$ cat config.mk
export PLATFORM = sky130hd
export DESIGN_NAME = lsu_byte_serial_flat
export DESIGN_NICKNAME = d
export VERILOG_FILES = /design/src/rtl/lsu_byte_serial_if.sv /design/src/rtl/lsu_byte_serial.sv /design/src/flat_wrapper.sv
export SDC_FILE = /design/constraint.sdc
export NUM_CORES = 1
export LEC_CHECK = 0
export BUFFER_PORTS_ARGS = -buffer_cell sky130_fd_sc_hd__buf_2
export CORE_ASPECT_RATIO = 2
export CORE_MARGIN = 1
export CORE_UTILIZATION = 54
export CTS_CLUSTER_DIAMETER = 120
export CTS_CLUSTER_SIZE = 24
export DETAILED_ROUTE_END_ITERATION = 16
export PLACE_DENSITY = 0.9
export SLEW_MARGIN = 20
export SYNTH_ARGS = -nofsm -noshare
export SYNTH_HDL_FRONTEND = slang
export SYNTH_SLANG_ARGS = --single-unit
$ cat constraint.sdc
create_clock -name clk -period 4.25 [get_ports clk]
set_clock_uncertainty 0.05 [all_clocks]
set_input_delay 1.0625 -clock clk [delete_from_list [all_inputs] [get_ports clk]]
set_output_delay 1.0625 -clock clk [all_outputs]
set_load 0.03 [all_outputs]
$ cat src/rtl/lsu_byte_serial_if.sv
// ============================================================================
// Module  : lsu_byte_serial_if
// Brief   : Core-side request/response and byte-wide memory port bundle for
//           the byte-serial load/store unit.
// Rev     : 1.0  initial release
// ============================================================================
`default_nettype none

interface lsu_byte_serial_if #(
    parameter int ADDR_W = 32
);
    // Core-side request
    logic              start;
    logic              is_store;
    logic [2:0]        width;
    logic [ADDR_W-1:0] addr;
    logic [31:0]       wdata;
    // Core-side response
    logic              busy;
    logic              done;
    logic [31:0]       rdata;
    logic              fault;
    // Byte-wide memory port
    logic              mem_req;
    logic              mem_we;
    logic [ADDR_W-1:0] mem_addr;
    logic [7:0]        mem_wdata;
    logic              mem_ack;
    logic [7:0]        mem_rdata;

    // Environment side: drives requests and memory responses.
    modport master (
        output start, is_store, width, addr, wdata,
        input  busy, done, rdata, fault,
        input  mem_req, mem_we, mem_addr, mem_wdata,
        output mem_ack, mem_rdata
    );

    // Load/store unit side.
    modport slave (
        input  start, is_store, width, addr, wdata,
        output busy, done, rdata, fault,
        output mem_req, mem_we, mem_addr, mem_wdata,
        input  mem_ack, mem_rdata
    );
endinterface

`default_nettype wire

$ cat src/rtl/lsu_byte_serial.sv
// ============================================================================
// Module  : lsu_byte_serial
// Brief   : Byte-serial load/store unit. Runs 1, 2 or 4 little-endian byte
//           transfers over an 8-bit req/ack port, assembles and sign/zero
//           extends load data, serialises store data.
//           Optional macro LSU_MISALIGN_TRAP_EN: misaligned half/word
//           requests fault immediately instead of running byte-serially.
// Rev     : 1.0  initial release
// ============================================================================
`default_nettype none

module lsu_byte_serial #(
    parameter int ADDR_W = 32
) (
    input  wire logic        clk,
    input  wire logic        rst,
    lsu_byte_serial_if.slave bus
);

    typedef enum logic [1:0] {
        S_IDLE = 2'd0,
        S_XFER = 2'd1,
        S_DONE = 2'd2
    } state_t;

    state_t            r_state;
    state_t            w_state_nx;

    logic              r_is_store;
    logic [2:0]        r_width;
    logic [ADDR_W-1:0] r_addr;
    logic [31:0]       r_wdata;
    logic [1:0]        r_idx;
    logic [1:0]        r_last;
    logic [31:0]       r_result;
    logic [31:0]       r_rdata;
    logic              r_fault;

    logic              w_accept;
    logic              w_illegal;
    logic              w_misalign;
    logic              w_reject;
    logic              w_byte_ack;
    logic              w_last_ack;
    logic [31:0]       w_result_nx;
    logic [31:0]       w_load_val;

    assign w_accept   = (r_state == S_IDLE) && bus.start;
    assign w_illegal  = (bus.width[1:0] == 2'b11) || (bus.is_store && bus.width[2]);

`ifdef LSU_MISALIGN_TRAP_EN
    assign w_misalign = ((bus.width[1:0] == 2'b01) && bus.addr[0]) ||
                        ((bus.width[1:0] == 2'b10) && (bus.addr[1:0] != 2'b00));
`else
    assign w_misalign = 1'b0;
`endif

    assign w_reject   = w_illegal || w_misalign;
    assign w_byte_ack = (r_state == S_XFER) && bus.mem_ack;
    assign w_last_ack = w_byte_ack && (r_idx == r_last);

    // Memory port is a pure function of the latched request and byte index,
    // so it stays stable for as long as the memory withholds mem_ack.
    assign bus.mem_addr  = r_addr + ADDR_W'(r_idx);
    assign bus.mem_wdata = r_wdata[{r_idx, 3'b000} +: 8];
    assign bus.rdata     = r_rdata;
    assign bus.fault     = r_fault;

    // State register.
    always_ff @(posedge clk) begin
        if (rst) begin
            r_state <= S_IDLE;
        end else begin
            r_state <= w_state_nx;
        end
    end

    // Next-state and control outputs.
    always_comb begin
        w_state_nx  = r_state;
        bus.busy    = 1'b1;
        bus.done    = 1'b0;
        bus.mem_req = 1'b0;
        bus.mem_we  = 1'b0;
        case (r_state)
            S_IDLE: begin
                bus.busy = 1'b0;
                if (bus.start) begin
                    w_state_nx = w_reject ? S_DONE : S_XFER;
                end
            end
            S_XFER: begin
                bus.mem_req = 1'b1;
                bus.mem_we  = r_is_store;
                if (w_last_ack) begin
                    w_state_nx = S_DONE;
                end
            end
            S_DONE: begin
                bus.done   = 1'b1;
                w_state_nx = S_IDLE;
            end
            default: begin
                w_state_nx = S_IDLE;
            end
        endcase
    end

    // Result register with the byte arriving this cycle merged in.
    always_comb begin
        w_result_nx = r_result;
        if (!r_is_store) begin
            w_result_nx[{r_idx, 3'b000} +: 8] = bus.mem_rdata;
        end
    end

    // Sign/zero extension of the assembled load; stores return zero.
    always_comb begin
        w_load_val = w_result_nx;
        if (r_is_store) begin
            w_load_val = 32'h0;
        end else begin
            case (r_width[1:0])
                2'b00:   w_load_val = {{24{~r_width[2] & w_result_nx[7]}},  w_result_nx[7:0]};
                2'b01:   w_load_val = {{16{~r_width[2] & w_result_nx[15]}}, w_result_nx[15:0]};
                default: w_load_val = w_result_nx;
            endcase
        end
    end

    // Request latching, byte sequencing and result capture.
    always_ff @(posedge clk) begin
        if (rst) begin
            r_is_store <= 1'b0;
            r_width    <= 3'b000;
            r_addr     <= '0;
            r_wdata    <= 32'h0;
            r_idx      <= 2'd0;
            r_last     <= 2'd0;
            r_result   <= 32'h0;
            r_rdata    <= 32'h0;
            r_fault    <= 1'b0;
        end else if (w_accept) begin
            r_is_store <= bus.is_store;
            r_width    <= bus.width;
            r_addr     <= bus.addr;
            r_wdata    <= bus.wdata;
            r_idx      <= 2'd0;
            r_result   <= 32'h0;
            case (bus.width[1:0])
                2'b00:   r_last <= 2'd0;
                2'b01:   r_last <= 2'd1;
                default: r_last <= 2'd3;
            endcase
            // A rejected request completes next cycle with a zero result.
            r_fault    <= w_reject;
            if (w_reject) begin
                r_rdata <= 32'h0;
            end
        end else if (w_byte_ack) begin
            r_result <= w_result_nx;
            r_idx    <= r_idx + 2'd1;
            if (w_last_ack) begin
                r_rdata <= w_load_val;
            end
        end
    end

endmodule

`default_nettype wire

$ cat src/flat_wrapper.sv
// flat-port wrapper written by rule: the top's interface ports become plain ports
module lsu_byte_serial_flat 
#(
    parameter int ADDR_W = 32
)
  (clk, rst, bus_start, bus_is_store, bus_width, bus_addr, bus_wdata, bus_busy, bus_done, bus_rdata, bus_fault, bus_mem_req, bus_mem_we, bus_mem_addr, bus_mem_wdata, bus_mem_ack, bus_mem_rdata);
  lsu_byte_serial_if #(.ADDR_W(ADDR_W)) bus_i ();
  input  wire logic clk;
  input  wire logic rst;
  input wire logic [$bits(bus_i.start)-1:0] bus_start;
  input wire logic [$bits(bus_i.is_store)-1:0] bus_is_store;
  input wire logic [$bits(bus_i.width)-1:0] bus_width;
  input wire logic [$bits(bus_i.addr)-1:0] bus_addr;
  input wire logic [$bits(bus_i.wdata)-1:0] bus_wdata;
  output wire logic [$bits(bus_i.busy)-1:0] bus_busy;
  output wire logic [$bits(bus_i.done)-1:0] bus_done;
  output wire logic [$bits(bus_i.rdata)-1:0] bus_rdata;
  output wire logic [$bits(bus_i.fault)-1:0] bus_fault;
  output wire logic [$bits(bus_i.mem_req)-1:0] bus_mem_req;
  output wire logic [$bits(bus_i.mem_we)-1:0] bus_mem_we;
  output wire logic [$bits(bus_i.mem_addr)-1:0] bus_mem_addr;
  output wire logic [$bits(bus_i.mem_wdata)-1:0] bus_mem_wdata;
  input wire logic [$bits(bus_i.mem_ack)-1:0] bus_mem_ack;
  input wire logic [$bits(bus_i.mem_rdata)-1:0] bus_mem_rdata;
  assign bus_i.start = bus_start;
  assign bus_i.is_store = bus_is_store;
  assign bus_i.width = bus_width;
  assign bus_i.addr = bus_addr;
  assign bus_i.wdata = bus_wdata;
  assign bus_busy = bus_i.busy;
  assign bus_done = bus_i.done;
  assign bus_rdata = bus_i.rdata;
  assign bus_fault = bus_i.fault;
  assign bus_mem_req = bus_i.mem_req;
  assign bus_mem_we = bus_i.mem_we;
  assign bus_mem_addr = bus_i.mem_addr;
  assign bus_mem_wdata = bus_i.mem_wdata;
  assign bus_i.mem_ack = bus_mem_ack;
  assign bus_i.mem_rdata = bus_mem_rdata;
  lsu_byte_serial #(.ADDR_W(ADDR_W)) u_core (.clk(clk), .rst(rst), .bus(bus_i));
endmodule
# [Word-level counts from Yosys, hierarchy flattened]
# Index checks and enable logic that the tools add are counted.
[totals] elab_cells=58 in_bits=80 regBits=139 out_inout_bits=77
[op_classes] n_reduce_logical=13 addsub=3 muxes=17 shift=3 n_eq_ne=9 bitwise_logic=3
[ops] op="$mux 32" count=6
[ops] op="$pmux 32 s2" count=1
[ops] op="$add 32x2->32" count=1
[ops] op="$bwmux 32" count=1
[ops] op="$shift 8x7->32 const A" count=1
[ops] op="$shiftx 32x6->8" count=1
[ops] op="$shiftx 8x7->32" count=1
[ops] op="$pmux 2 s2" count=2
[ops] op="$neg 5->7" count=1
[ops] op="$eq 2x1->1 const B" count=3
[ops] op="$logic_not 2->1" count=3
[ops] op="$mux 2" count=3
[ops] op="$eq 2x2->1 const B" count=2
[ops] op="$logic_and 1x1->1" count=4
[ops] op="$mux 1" count=4
[ops] op="$ne 2x2->1 const B" count=2
[ops] op="$reduce_bool 2->1" count=2
[ops] op="$reduce_and 3->1" count=1
[ops] op="$add 2x1->2 const B" count=1
[ops] op="$and 1x1->1" count=2
[ops] op="$eq 2x2->1" count=1
[ops] op="$ne 2x1->1 const B" count=1
[ops] op="$reduce_and 2->1" count=1
[ops] op="$reduce_or 2->1" count=1
[ops] op="other kinds (2)" count=2

# [Longest topological paths before layout]
[logic_depth] depth_word=10 mapped_depth=10 depth_no_buf=7

# [Worst setup path after synthesis]
# OpenSTA, ideal clock, no wires.
[synth_path] path_type="reg2out" startpoint="reg u_core.r_idx[1]" endpoint="out bus_mem_addr[28]" setup_slack_ns=0.427 stages_incl_launch_ff=8 t_arrival_ns=2.710 t_required_ns=3.138 path_buffers=1 path_cell_list="dfxtp_1 -> buf_1 -> inv_1 -> fa_1 -> nand3b_1 -> nor3_4 -> nand4_1 -> xnor2_1"
[synth_via] elab_chain_cells=1
[synth_rtl] item="from (decl)" line_no="lsu_byte_serial.sv:33" rtl="logic [1:0] r_idx;"
[synth_rtl] item="from (signal assigned)" line_no="lsu_byte_serial.sv:162" rtl="r_idx <= r_idx + 2'd1;"
[synth_rtl] item="$add 32x2->32" line_no="lsu_byte_serial.sv:64" rtl="assign bus.mem_addr = r_addr + ADDR_W'(r_idx);"
[synth_rtl] item="to (decl)" line_no="flat_wrapper.sv:21" rtl="output wire logic [$bits(bus_i.mem_addr)-1:0] bus_mem_addr;"
# No other way between the ends.

# [Worst setup path in the final report]
[layout_path] startpoint="reg u_core.r_idx[0]" endpoint="out bus_mem_addr[28]"
# Same word-level chain as after synthesis.

==> reports/qor.csv <==
metric,value,unit
status,completed,
crit path buf inv count,2,
min-delay worst type,register to register,
area occupied by multi-input gates,0.00343,sq mm
Max transition margin,0.457,
clk_lat worst skew,410,ps
WL/cell,16.8,um
Die W,79.6,um
Cells after Synth,745,
worst-case clock buffer depth,2,
Via density,5.90,
H-tree depth,4,
minimum clock period,3880,ps
CP Data Arrival Time,2760,ps
Final setup viols,0,
setup ws final,375,ps
post-cts resize count,0,
Core ar.,0.0117,sq mm
library cells used by synthesis,65,
DR vias,6084,
pre-CTS WS,810,ps
internal power,2520,uW
VDD IR max,0.356,mV
P_leak,0.00328,uW
register area,0.00278,sq mm
vias in the first global route,5848,
Worst setup SP type,register,
Post-synth EDFFs,0,
most common cell in the synthesized netlist,nand2_1,
Critical Path End Type,output pin,
io pins,157,
gr usage total,0.283,
crit-path leading delay family,simple AND/OR/NAND/NOR gates,
total grt overflow,0,
crit-path max cell delay,460,ps
Port Buffers,156,
Seq cells post-synth,139,
first-pass GRT wire length,27400,um
Syn Area/Cell,8.73,sq um
CTS buffer count,17,
Synth async-reset ratio,0,
dpl hpwl,12200,um
Max-cap violations,0,
"antenna viol nets, final",0,
largest net degree at the start of global routing,72,
FILL cells,933,
clock slew at reported path FFs,60,ps
fin crit share,0.912,
Net Sw Frac,0.269,
"Setup Fix Bufs, Post-CTS",0,
PwrDens,437,mW/mm^2
DR iter-0 viols,506,
Die Y,157,um
Worst Max-Slew Pin Slew,812,ps
Clock Tree Root,clkbuf_16,
sequential area share after synthesis,0.428,
Netlist Area Pre-Place,0.00650,sq mm
Fin Setup TNS,0,ps
initial antenna violation count,1,
"Hold-fix buffers, CTS",0,
first drt pass iteration count,6,
Initial Util,0.556,
routability cong.,0.846,
TritonCTS Sinks,139,
"top cells by count, synth","nand2_1 (170), dfxtp_1 (139), a21oi_1 (83)",
Remaining DRCs,0,
top post-synthesis cells by area,"dfxtp_1 (43%), nand2_1 (9.8%), a21oi_1 (6.4%)",
syn_nets,833,
Hold WS,407,ps
critical-path cell list,"ha_1, inv_1, fa_1, nand3b_1, nor3_4, nand4_1, xnor2_1, buf_2",
clock network power share,0.456,
"Slew Viols, Final",0,
nets,962,
share of cells above drive strength 1,0.257,
Syn. warnings,0,
leading area contributor after synthesis,dfxtp_1,
Worst Path Required,3140,ps
# rows,56,
final hold violation count,0,
Fmax achieved,258,MHz
P&R area growth vs syn,21.5,%
P_sw,931,uW
Setup CP Type,register to output pin,
final WL,17400,um
Yosys top cell area share,0.428,
die area,0.0125,sq mm
crit path max fanout,10,
CTS tree,done,
Post-synth top flop,dfxtp_1,
combinational power share,0.133,
Crit-path slowest cell,nor3_4,
unrepaired setup endpoints after global routing,false,
Sequential Power Share,0.411,
-- per-stage QoR --
stage / power [uW] / cells / cell area, sq um / util
detailed placement: 1900 / 1000 / 7270 / 0.622
finish: 3450 / 1032 / 7910 / 0.676
CTS: 3460 / 1031 / 7900 / 0.675
global placement: 1890 / 1000 / 7270 / 0.622
floorplan: 1760 / 745 / 6500 / -
global route: 3570 / 1032 / 7910 / 0.676
-- layout by cell type, fill, tap and decap left out, drive strengths merged, types with 4 or more instances in the layout --
| cell | netlist | final |
|---|---|---|
| clkbuf | 26 | 19 |
| nor3 | 11 | 11 |
| mux4 | 8 | 8 |
| o21ai | 19 | 19 |
| nand3 | 12 | 12 |
| a21oi | 83 | 83 |
| dfxtp | 139 | 139 |
| and2 | 5 | 5 |
| o31ai | 15 | 15 |
| nand3b | 4 | 4 |
| ha | 7 | 7 |
| nand2b | 6 | 6 |
| nor2b | 6 | 6 |
| xnor2 | 27 | 27 |
| a221o | 7 | 7 |
| a32oi | 12 | 12 |
| inv | 10 | 15 |
| a22o | 15 | 15 |
| nor2 | 42 | 42 |
| a221oi | 16 | 16 |
| nand2 | 170 | 170 |
| bufinv | 0 | 4 |
| nand4 | 18 | 18 |
| and3 | 5 | 5 |
| a22oi | 19 | 19 |
| xor2 | 5 | 5 |
| buf | 27 | 163 |
-- worst reg2reg max path, stage by stage, from the launching register on --
cell and delay (ps):
dfxtp_1 360, buf_4 360, inv_1 190, ha_1 640
nand3b_4 180, nor3_2 540, a221o_1 280, a22o_1 130
-- routing by layer --
layer,up-vias,track usage,part of all wire
met5,-,0,0
met4,0,0.169,0.051
met3,71,0.0736,0.057
met2,269,0.513,0.54
met1,2837,0.280,0.35
li1,2907,-,-
-- cell type report --
| cell class | instances | share of cell area |
|---|---|---|
| Multi-Input combinational cell | 542 | 0.434 |
| Sequential cell | 139 | 0.352 |
| Timing Repair Buffer | 163 | 0.105 |
| Clock buffer | 19 | 0.0560 |
| Clock inverter | 12 | 0.0236 |
| Tap cell | 145 | 0.0230 |
| Inverter | 11 | 0.00522 |
| Antenna cell | 1 | 0.000317 |
-- worst paths after layout --
path | endpoint | cells after the start | startpoint | slack (ps)
setup / recovery | bus_mem_addr[28] | 8 | u_core.r_idx[0] | 370
hold / removal | u_core.r_wdata[13] | 2 | u_core.r_wdata[13] | 410
setup reg to reg | u_core.bus.rdata[8] | 7 | u_core.r_idx[0] | 1490
hold reg to reg | u_core.r_wdata[13] | 2 | u_core.r_wdata[13] | 410
-- sequential cells by signal (all words and copies together), names as in the netlist --
register	flops
u_core.r_last	2
u_core.r_wdata	32
u_core.bus.fault	1
u_core.r_state	2
u_core.r_result	32
u_core.bus.rdata	32
u_core.r_addr	32
u_core.r_width	3
u_core.r_idx	2
u_core.r_is_store	1
-- power by group through the flow --
stage | logic (uW) | registers (uW) | clock network (uW)
2_1_floorplan | 320 | 1440 | 0
3_3_place_gp | 449 | 1440 | 0
5_1_grt | 499 | 1430 | 1640
4_1_cts | 459 | 1420 | 1590
3_5_place_dp | 455 | 1450 | 0
6_report | 460 | 1420 | 1570
-- logic make-up (layout without fill, tap and decap cells) --
kind of cell               count (synthesis)  count (layout)  share of synthesized area
DFF                                      139             139                      0.428
other                                      0               1                          0
adders and majority gates                  8               8                     0.0165
buffers and inverters                     64             205                     0.0450
AOI/OAI and AO/OA                        196             196                      0.208
xor gates and xnor gates                  32              32                     0.0471
muxes                                     10              10                     0.0310
and+or+nand+nor                          296             296                      0.225
No activity file was read; power rests on OpenSTA's default activity.
